File: config.mk
export PLATFORM = sky130hd
export DESIGN_NAME = usb2_ep0_host_req
export DESIGN_NICKNAME = d
export VERILOG_FILES = /design/src/rtl/usb2_ep0_host_req.sv
export SDC_FILE = /design/constraint.sdc
export NUM_CORES = 1
export LEC_CHECK = 0
export ABC_AREA = 1
export CAP_MARGIN = 25
export CORE_MARGIN = 2
export CORE_UTILIZATION = 37
export DETAILED_ROUTE_END_ITERATION = 6
export SYNTH_ARGS = -nofsm -noshare
export SYNTH_HDL_FRONTEND = slang
export SYNTH_SLANG_ARGS = --single-unit
File: constraint.sdc
create_clock -name phy_clk -period 5.88 [get_ports phy_clk]
set_input_delay 1.176 -clock phy_clk [delete_from_list [all_inputs] [get_ports phy_clk]]
set_output_delay 1.176 -clock phy_clk [all_outputs]
set_load 0.01 [all_outputs]
File: src/rtl/usb2_ep0_host_req.sv
// usb2_ep0_host_req: EP0 control-transfer initiator. Writes a SETUP packet plus CRC16,
// commits it, reads back the endpoint response and re-arms the endpoint.
module usb2_ep0_host_req #(
    parameter int RD_LAT   = 1,
    parameter int MAX_RESP = 64,
    parameter int TIMEOUT  = 4096
) (
    input  logic        phy_clk,
    input  logic        reset,
    input  logic        req_start,
    input  logic [7:0]  req_type,
    input  logic [7:0]  req_request,
    input  logic [15:0] req_val,
    input  logic [15:0] req_idx,
    input  logic [15:0] req_len,
    output logic        req_busy,
    output logic        req_done,
    output logic        req_err,
    output logic [9:0]  resp_len,
    output logic [7:0]  resp_data,
    output logic [8:0]  resp_index,
    output logic        resp_valid,
    output logic [8:0]  buf_in_addr,
    output logic [7:0]  buf_in_data,
    output logic        buf_in_wren,
    input  logic        buf_in_ready,
    output logic        buf_in_commit,
    output logic [9:0]  buf_in_commit_len,
    input  logic        buf_in_commit_ack,
    output logic [8:0]  buf_out_addr,
    input  logic [7:0]  buf_out_q,
    input  logic [9:0]  buf_out_len,
    input  logic        buf_out_hasdata,
    output logic        buf_out_arm,
    input  logic        buf_out_arm_ack
);
    typedef enum logic [3:0] {
        IDLE, WAIT_READY, WRITE, COMMIT, COMMIT_REL, WAIT_DATA, READ, ARM, ARM_REL, DONE
    } state_t;

    state_t      state, nxt;
    logic [7:0]  f_type, f_req;
    logic [15:0] f_val, f_idx, f_len;
    logic [15:0] tcnt;
    logic [3:0]  wr_cnt;
    logic [10:0] rcnt;
    logic [9:0]  n, n_now;
    logic [RD_LAT-1:0] vpipe;
    logic [8:0]  ipipe [RD_LAT];
    logic [63:0] setup;
    logic [79:0] pkt;
    logic        wait_st, to, issue, rd_last;

    // Reflected bit-serial USB CRC16 over the 8 SETUP bytes, LSB of byte 0 first.
    function automatic logic [15:0] crc16(input logic [63:0] d);
        logic [15:0] c;
        c = 16'hFFFF;
        for (int i = 0; i < 64; i++)
            c = (c >> 1) ^ ((c[0] ^ d[i]) ? 16'hA001 : 16'h0000);
        return ~c;
    endfunction

    assign setup   = {f_len, f_idx, f_val, f_req, f_type};
    assign pkt     = {crc16(setup), setup};
    assign wait_st = state inside {WAIT_READY, COMMIT, COMMIT_REL, WAIT_DATA, ARM, ARM_REL};
    assign to      = wait_st && tcnt == 16'(TIMEOUT);
    assign n_now   = buf_out_len > 10'(MAX_RESP) ? 10'(MAX_RESP) : buf_out_len;
    assign issue   = state == READ && rcnt < {1'b0, n};
    assign rd_last = rcnt == {1'b0, n} + 11'(RD_LAT - 1);

    always_ff @(posedge phy_clk or posedge reset) begin
        if (reset) state <= IDLE;
        else       state <= nxt;
    end

    always_comb begin
        nxt = state;
        case (state)
            IDLE:       nxt = req_start ? WAIT_READY : IDLE;
            WAIT_READY: nxt = to ? DONE : buf_in_ready ? WRITE : WAIT_READY;
            WRITE:      nxt = wr_cnt == 4'd9 ? COMMIT : WRITE;
            COMMIT:     nxt = to ? DONE : buf_in_commit_ack ? COMMIT_REL : COMMIT;
            COMMIT_REL: nxt = to ? DONE : !buf_in_commit_ack ? WAIT_DATA : COMMIT_REL;
            WAIT_DATA:  nxt = to ? DONE : !buf_out_hasdata ? WAIT_DATA : n_now == 10'd0 ? ARM : READ;
            READ:       nxt = rd_last ? ARM : READ;
            ARM:        nxt = to ? DONE : buf_out_arm_ack ? ARM_REL : ARM;
            ARM_REL:    nxt = to ? DONE : !buf_out_arm_ack ? DONE : ARM_REL;
            DONE:       nxt = IDLE;
            default:    nxt = IDLE;
        endcase
    end

    // Handshake strobes are decoded from state so an async reset drops them at once.
    always_comb begin
        req_busy          = state != IDLE;
        req_done          = state == DONE;
        buf_in_wren       = state == WRITE;
        buf_in_addr       = {5'd0, wr_cnt};
        buf_in_data       = pkt[{wr_cnt, 3'b000} +: 8];
        buf_in_commit     = state == COMMIT && !to;
        buf_in_commit_len = buf_in_commit ? 10'd10 : 10'd0;
        buf_out_arm       = state == ARM && !to;
        buf_out_addr      = rcnt[8:0];
        resp_valid        = vpipe[RD_LAT-1];
        resp_index        = ipipe[RD_LAT-1];
        resp_data         = resp_valid ? buf_out_q : 8'd0;
    end

    always_ff @(posedge phy_clk or posedge reset) begin
        if (reset) begin
            f_type   <= '0;
            f_req    <= '0;
            f_val    <= '0;
            f_idx    <= '0;
            f_len    <= '0;
            req_err  <= 1'b0;
            resp_len <= '0;
            tcnt     <= '0;
            wr_cnt   <= '0;
            rcnt     <= '0;
            n        <= '0;
            vpipe    <= '0;
            for (int i = 0; i < RD_LAT; i++) ipipe[i] <= '0;
        end else begin
            tcnt <= nxt != state ? 16'd0 : tcnt + 16'd1;
            if (state == IDLE && req_start) begin
                f_type   <= req_type;
                f_req    <= req_request;
                f_val    <= req_val;
                f_idx    <= req_idx;
                f_len    <= req_len;
                req_err  <= 1'b0;
                resp_len <= '0;
            end
            if (to) req_err <= 1'b1;
            wr_cnt <= state == WAIT_READY ? 4'd0 : (state == WRITE && wr_cnt != 4'd9) ? wr_cnt + 4'd1 : wr_cnt;
            rcnt   <= state == READ ? rcnt + 11'd1 : 11'd0;
            if (state == WAIT_DATA && buf_out_hasdata) n <= n_now;
            if (state == READ && rd_last) resp_len <= n;
            vpipe[0] <= issue;
            ipipe[0] <= rcnt[8:0];
            for (int i = 1; i < RD_LAT; i++) begin
                vpipe[i] <= vpipe[i-1];
                ipipe[i] <= ipipe[i-1];
            end
        end
    end
endmodule

==> results of run 1 <==
==> cells in the final DEF, fill, tap and decap left out, types with 3 or more instances in the layout <==
cell type        count
clkdlybuf4s50_1    138
xnor2_2              6
nor2_1              47
o21ai_0            105
o22ai_1              4
xor2_1              68
nor3b_1             13
xor2_2              13
nand2_4             37
inv_1              147
nand4_1              8
ha_1                15
nor4_1               6
buf_2                6
inv_2               22
nand3_2             20
buf_4              138
dfrtp_1            125
conb_1              13
nand2_1            222
clkbuf_16           17
nand2_2             34
inv_6                7
xnor2_1             15
nand3_4             35
nand2_8              8
o211ai_1             8
nand3_1             61
o31ai_1              3
nor3_1              17
inv_8                4
dfrtp_2              5
a21oi_1             51
==> final cells by class <==
cell class | count | area, µm²
Clock buffer | 17 | 425.4
Clock inverter | 15 | 157.7
Fill cell | 2165 | 10420
Inverter | 171 | 644.4
Multi-Input combinational cell | 831 | 5587
Sequential cell | 130 | 3259
Tap cell | 319 | 399.1
Timing Repair Buffer | 286 | 2506
==> how the worst max path moves through the flow <==
stage          startpoint             end  cells after the start
6_report        f_type[4]  buf_in_data[6]                     52
5_1_grt          f_req[1]  buf_in_data[0]                     54
3_5_place_dp     f_req[2]  buf_in_data[0]                     48
2_1_floorplan    f_req[0]  buf_in_data[0]                     53
3_3_place_gp     f_req[0]  buf_in_data[0]                     49
4_1_cts         f_type[4]  buf_in_data[0]                     55
==> synth_stat cells (20+ instances only) <==
cell / instances
o21ai_0: 107
nand3_2: 20
clkbuf_1: 30
buf_4: 25
nand3_1: 96
a21oi_1: 51
nor2_1: 49
xor2_1: 81
nand2_1: 262
nand2_2: 27
xnor2_1: 22
inv_1: 162
dfrtp_1: 130
==> through the flow <==
stage          worst slack, ns  utilization, %  std cells  setup TNS (ns)  hold slack, ns
2_1_floorplan           0.4294               -       1190               0          0.4006
3_3_place_gp           -0.3679           47.57       1698          -1.340          0.4387
3_5_place_dp           -0.4672           47.57       1698          -1.879          0.4388
4_1_cts                -0.5006           52.57       1751          -2.024          0.4483
5_1_grt                 -1.094           55.46       1769          -6.212          0.4747
6_report               -0.7953           55.46       1769          -4.009          0.4469
==> metal layers <==
layer	global-route usage (%)	vias to the layer above
li1	-	4260
met1	28.22	4045
met2	36.15	260
met3	4.654	64
met4	7.679	0
met5	0	-
==> cells by family after synthesis <==
group,after synthesis,share of synthesized area (%)
fa+ha+maj,15,2.137
xor+xnor,105,10.64
buf+inv,229,10.86
simple gates,513,27.96
compound gates,185,11.31
flops,130,37.05
other cells,1,0.04271
==> flip-flops by register name (all words and copies together) (netlist names) <==
register and cells:
f_idx 16, f_len 16, f_req 8, f_type 8, f_val 16, n 10
rcnt 11, req_err 1, resp_index 9, resp_len 10, resp_valid 1, state 4
tcnt 16, wr_cnt 4
==> critical path, delay by kind of cell, from the launching register on <==
family	cells	cell delay, ns
flops	1	0.45
buf+inv	5	0.50
compound gates	1	0.10
simple gates	46	4.00
==> repair_timing <==
action / 4_1_cts / 5_1_grt
buffers inserted: 21 / 17
endpoints found under the setup margin: 7 / 8
cloned: 0 / 0
gates resized for setup: 130 / 95
pin swaps: 28 / 63
==> impl_metrics.ini, run 1 <==
[place]
dp_hpwl_um = 19170
place_congestion = 0.9000
placement.io_buffers = 145
placed_cell_area_mm2 = 0.01113

[clock_network]
insertion_delay_ns = 0.44
cts_sinks = 130
htreeDepth = 4
ctsHoldBuffers = 0
cts_tree = yes
cts_buffers = 17
clk_pin_slew_ns = 0.07
clock-root-buffer = clkbuf_16
clockBufferDepth = 2

[critical_path]
crit_path_end_kind = output port
start_kind = flop
cpMaxStageDelayCell = dfrtp_1
critPathArrivalTime_ns = 5.50
setup.worst_path.class = flop to output port
cp.required_ns = 4.70
ff2ff_path_depth = 12
crit_top_cell = nand2_4
r2r-start = state[2]
worst-path-max-fanout = 5
r2r-end = tcnt[2]
critical_path.max_stage_delay_ns = 0.45
reg2reg_slack_ns = 3.07

[detailed_routing]
via_per_inst = 4.878
drt_iter0_markers = 667
wirelength_um = 27450
highest_layer = met4
wl_per_cell_um = 15.52
drc = 0
ant_nets = 0
wl_met1_um = 11960
met3WireLength_um = 1431
wl_met2_um = 13100
vias = 8629
first_pass_iters = 5

[min_path]
hold_depth = 1
min_from = rcnt[10]
hold_path_end = resp_valid
hold_class = flop to flop

[timing]
clock.fmax_ghz = 0.1498
tightest_slew_ns = 0.8309
min_period_over_period_pct = 113.5
final.setup.worst_slack_ns = -0.7953
hold_violations = 0
slew_viol_final = 0
clock-skew-final_ns = 0.009312
finalSetupViolations = 8
rsz0062_at_grt = yes
period_needed_ns = 6.675
relSlewSlack_pct = 44.61

[global_routing]
grt_overflow = 0
antenna_found_initial = 1
grt_pass1_wl_um = 42440
grt.total_usage_pct = 21.83
grt_max_degree = 90
grt_pass1_vias = 8338

[floorplanning]
coreArea_mm2 = 0.02340
io_pins = 159
dieArea_mm2 = 0.02498
rows = 56
die_y_um = 158.1
start_util_pct = 37.52
die_x_um = 158.1

[logic_synthesis]
ys.flop_type = dfrtp_1
yosys_warnings = 0
synth_top_area_share_pct = 37.05
synth_edf_count = 0
postSynth.asyncResetShare_pct = 100.0
syn_area_mm2 = 0.008781
synthTopCellsByArea = dfrtp_1, nand2_1, xor2_1
synth-seq-cells = 130
synth_cell_types = 42
syn_avg_cell_area_um2 = 7.454
yosysTopAreaCell = dfrtp_1
ys_seq_area_share_pct = 37.05
syn_inst = 1178

[cells_and_area]
final_area_mm2 = 0.01298
drive_gt1_share_pct = 25.45
syn_to_final_growth_pct = 47.81
nNetsFinal = 1541
antenna_cells = 0

[run_status]
violations = setup timing
status = finished, violations left

[job]
maxCapViolCount = 0
Power of run 1 is left out: the tool's default activity adds up to more than one toggle a clock period on the data nets, which glitch-free logic cannot reach.
==> inputs of run 2 (changes only) <==
- CORE_MARGIN: 2 -> unset
- CORE_UTILIZATION: 37 -> 30
==> impl_metrics.ini, run 2 (synthesis results as in run 1) <==
[timing]
finalSetupViolations = 8
rsz0062_at_grt = yes
tightest_slew_ns = 0.8818
period_needed_ns = 6.733
min_period_over_period_pct = 114.5
hold_violations = 0
clock-skew-final_ns = 0.01253
relSlewSlack_pct = 41.22
final.setup.worst_slack_ns = -0.8533
clock.fmax_ghz = 0.1485
setup-tns-final_ns = -4.204
slew_viol_final = 0

[clock_network]
clock-root-buffer = clkbuf_16
cts_sinks = 130
ctsHoldBuffers = 0
clk_pin_slew_ns = 0.07
insertion_delay_ns = 0.44
cts_tree = yes
htreeDepth = 4
clockBufferDepth = 2
cts_buffers = 17

[floorplanning]
coreArea_mm2 = 0.02878
io_pins = 159
start_util_pct = 30.51
die_x_um = 173.1
dieArea_mm2 = 0.02996
rows = 62
die_y_um = 173.1

[critical_path]
worst-path-max-fanout = 5
reg2reg_slack_ns = 3.04
crit_path_end_kind = output port
critical_path.max_stage_delay_ns = 0.42
r2r-end = tcnt[9]
cp.required_ns = 4.70
worst-path-buf-inv = 5
start_kind = flop
crit_family = simple AND/OR/NAND/NOR gates
cpMaxStageDelayCell = dfrtp_1
critPathArrivalTime_ns = 5.56
ff2ff_path_depth = 11
r2r-start = state[0]
crit_top_cell = nand2_4
setup.worst_path.class = flop to output port

[run_status]
status = finished, violations left
violations = setup timing

[cells_and_area]
final_cell_mix = nand2_1, inv_1, clkdlybuf4s50_1
final_common_cell = nand2_1
nNetsFinal = 1531
fillCellCount = 2783
syn_to_final_growth_pct = 44.71
fin_util_pct = 44.15
drive_gt1_share_pct = 23.26

[global_routing]
grt_overflow = 0
antenna_found_initial = 3
grt.total_usage_pct = 18.13
grt_pass1_vias = 8298
grt_max_degree = 115
grt_pass1_wl_um = 42860

[min_path]
hold_class = flop to flop
hold_path_end = resp_valid
hold_depth = 1
min_from = rcnt[10]

[detailed_routing]
drt_iter0_markers = 597
via_per_inst = 4.712
vias = 8604
first_pass_iters = 6
ant_nets = 0
drc = 0
wirelength_um = 27790
wl_per_cell_um = 15.22

[place]
placement.io_buffers = 145
dp_hpwl_um = 20010
place_congestion = 0.9543
dpl_worst_slack_ns = -0.5520

[job]
maxCapViolCount = 0
[run 2: cell count changes in the layout (fill, tap and decap cells not counted), moves of 3 or more]
cell	previous run	this run
buf_4	138	129
nand2_8	8	3
nand3_4	35	31
xnor2_1	15	18
nand3_1	61	65
nand2_4	37	30
nand2_1	222	236
[run 2: metrics by stage]
| step | area (µm²) | hold slack [ns] | std cells |
|---|---|---|---|
| CTS | 12110 | 0.4606 | 1805 |
| global placement | 11200 | 0.4379 | 1761 |
| floorplan | 8826 | 0.4006 | 1190 |
| finish | 12710 | 0.4529 | 1826 |
| global route | 12700 | 0.4778 | 1824 |
| detailed placement | 11200 | 0.4522 | 1761 |
[run 2: area by class of cell]
| type | count | area, µm² | share of cell area, % |
|---|---|---|---|
| repair buffers | 276 | 2427 | 19.10 |
| clock buffers | 18 | 439.2 | 3.456 |
| clock inverters | 14 | 136.4 | 1.073 |
| well taps | 384 | 480.5 | 3.781 |
| diodes | 2 | 5.005 | 0.03939 |
| flip-flops and latches | 130 | 3258 | 25.64 |
| inverters | 171 | 644.4 | 5.071 |
| multi-input cells | 831 | 5316 | 41.84 |
[run 2: worst max-delay path by stage]
stage	from	to	slack, ns	cells after the start
after floorplan	f_req[0]	buf_in_data[0]	0.43	53
after global placement	f_type[5]	buf_in_data[0]	-0.32	44
after detailed placement	f_type[5]	buf_in_data[0]	-0.55	54
after CTS	f_type[7]	buf_in_data[0]	-0.58	53
after global routing	f_type[5]	buf_in_data[0]	-1.11	37
final	f_type[4]	buf_in_data[0]	-0.85	45
[run 2: repair_timing]
| item | in CTS | in global routing |
|---|---|---|
| endpoints found under the setup margin | 7 | 8 |
| pin swaps | 23 | 43 |
| gates resized for setup | 83 | 93 |
| buffers inserted | 12 | 18 |
[run 2: per-layer routing]
layer / GRT usage, % / part of all wire, %
met2: 30.66 / 49
met4: 7.559 / 3.6
met3: 3.958 / 6.0
met5: 0 / 0.040
met1: 22.27 / 42
Power of run 2 is left out for the same reason.
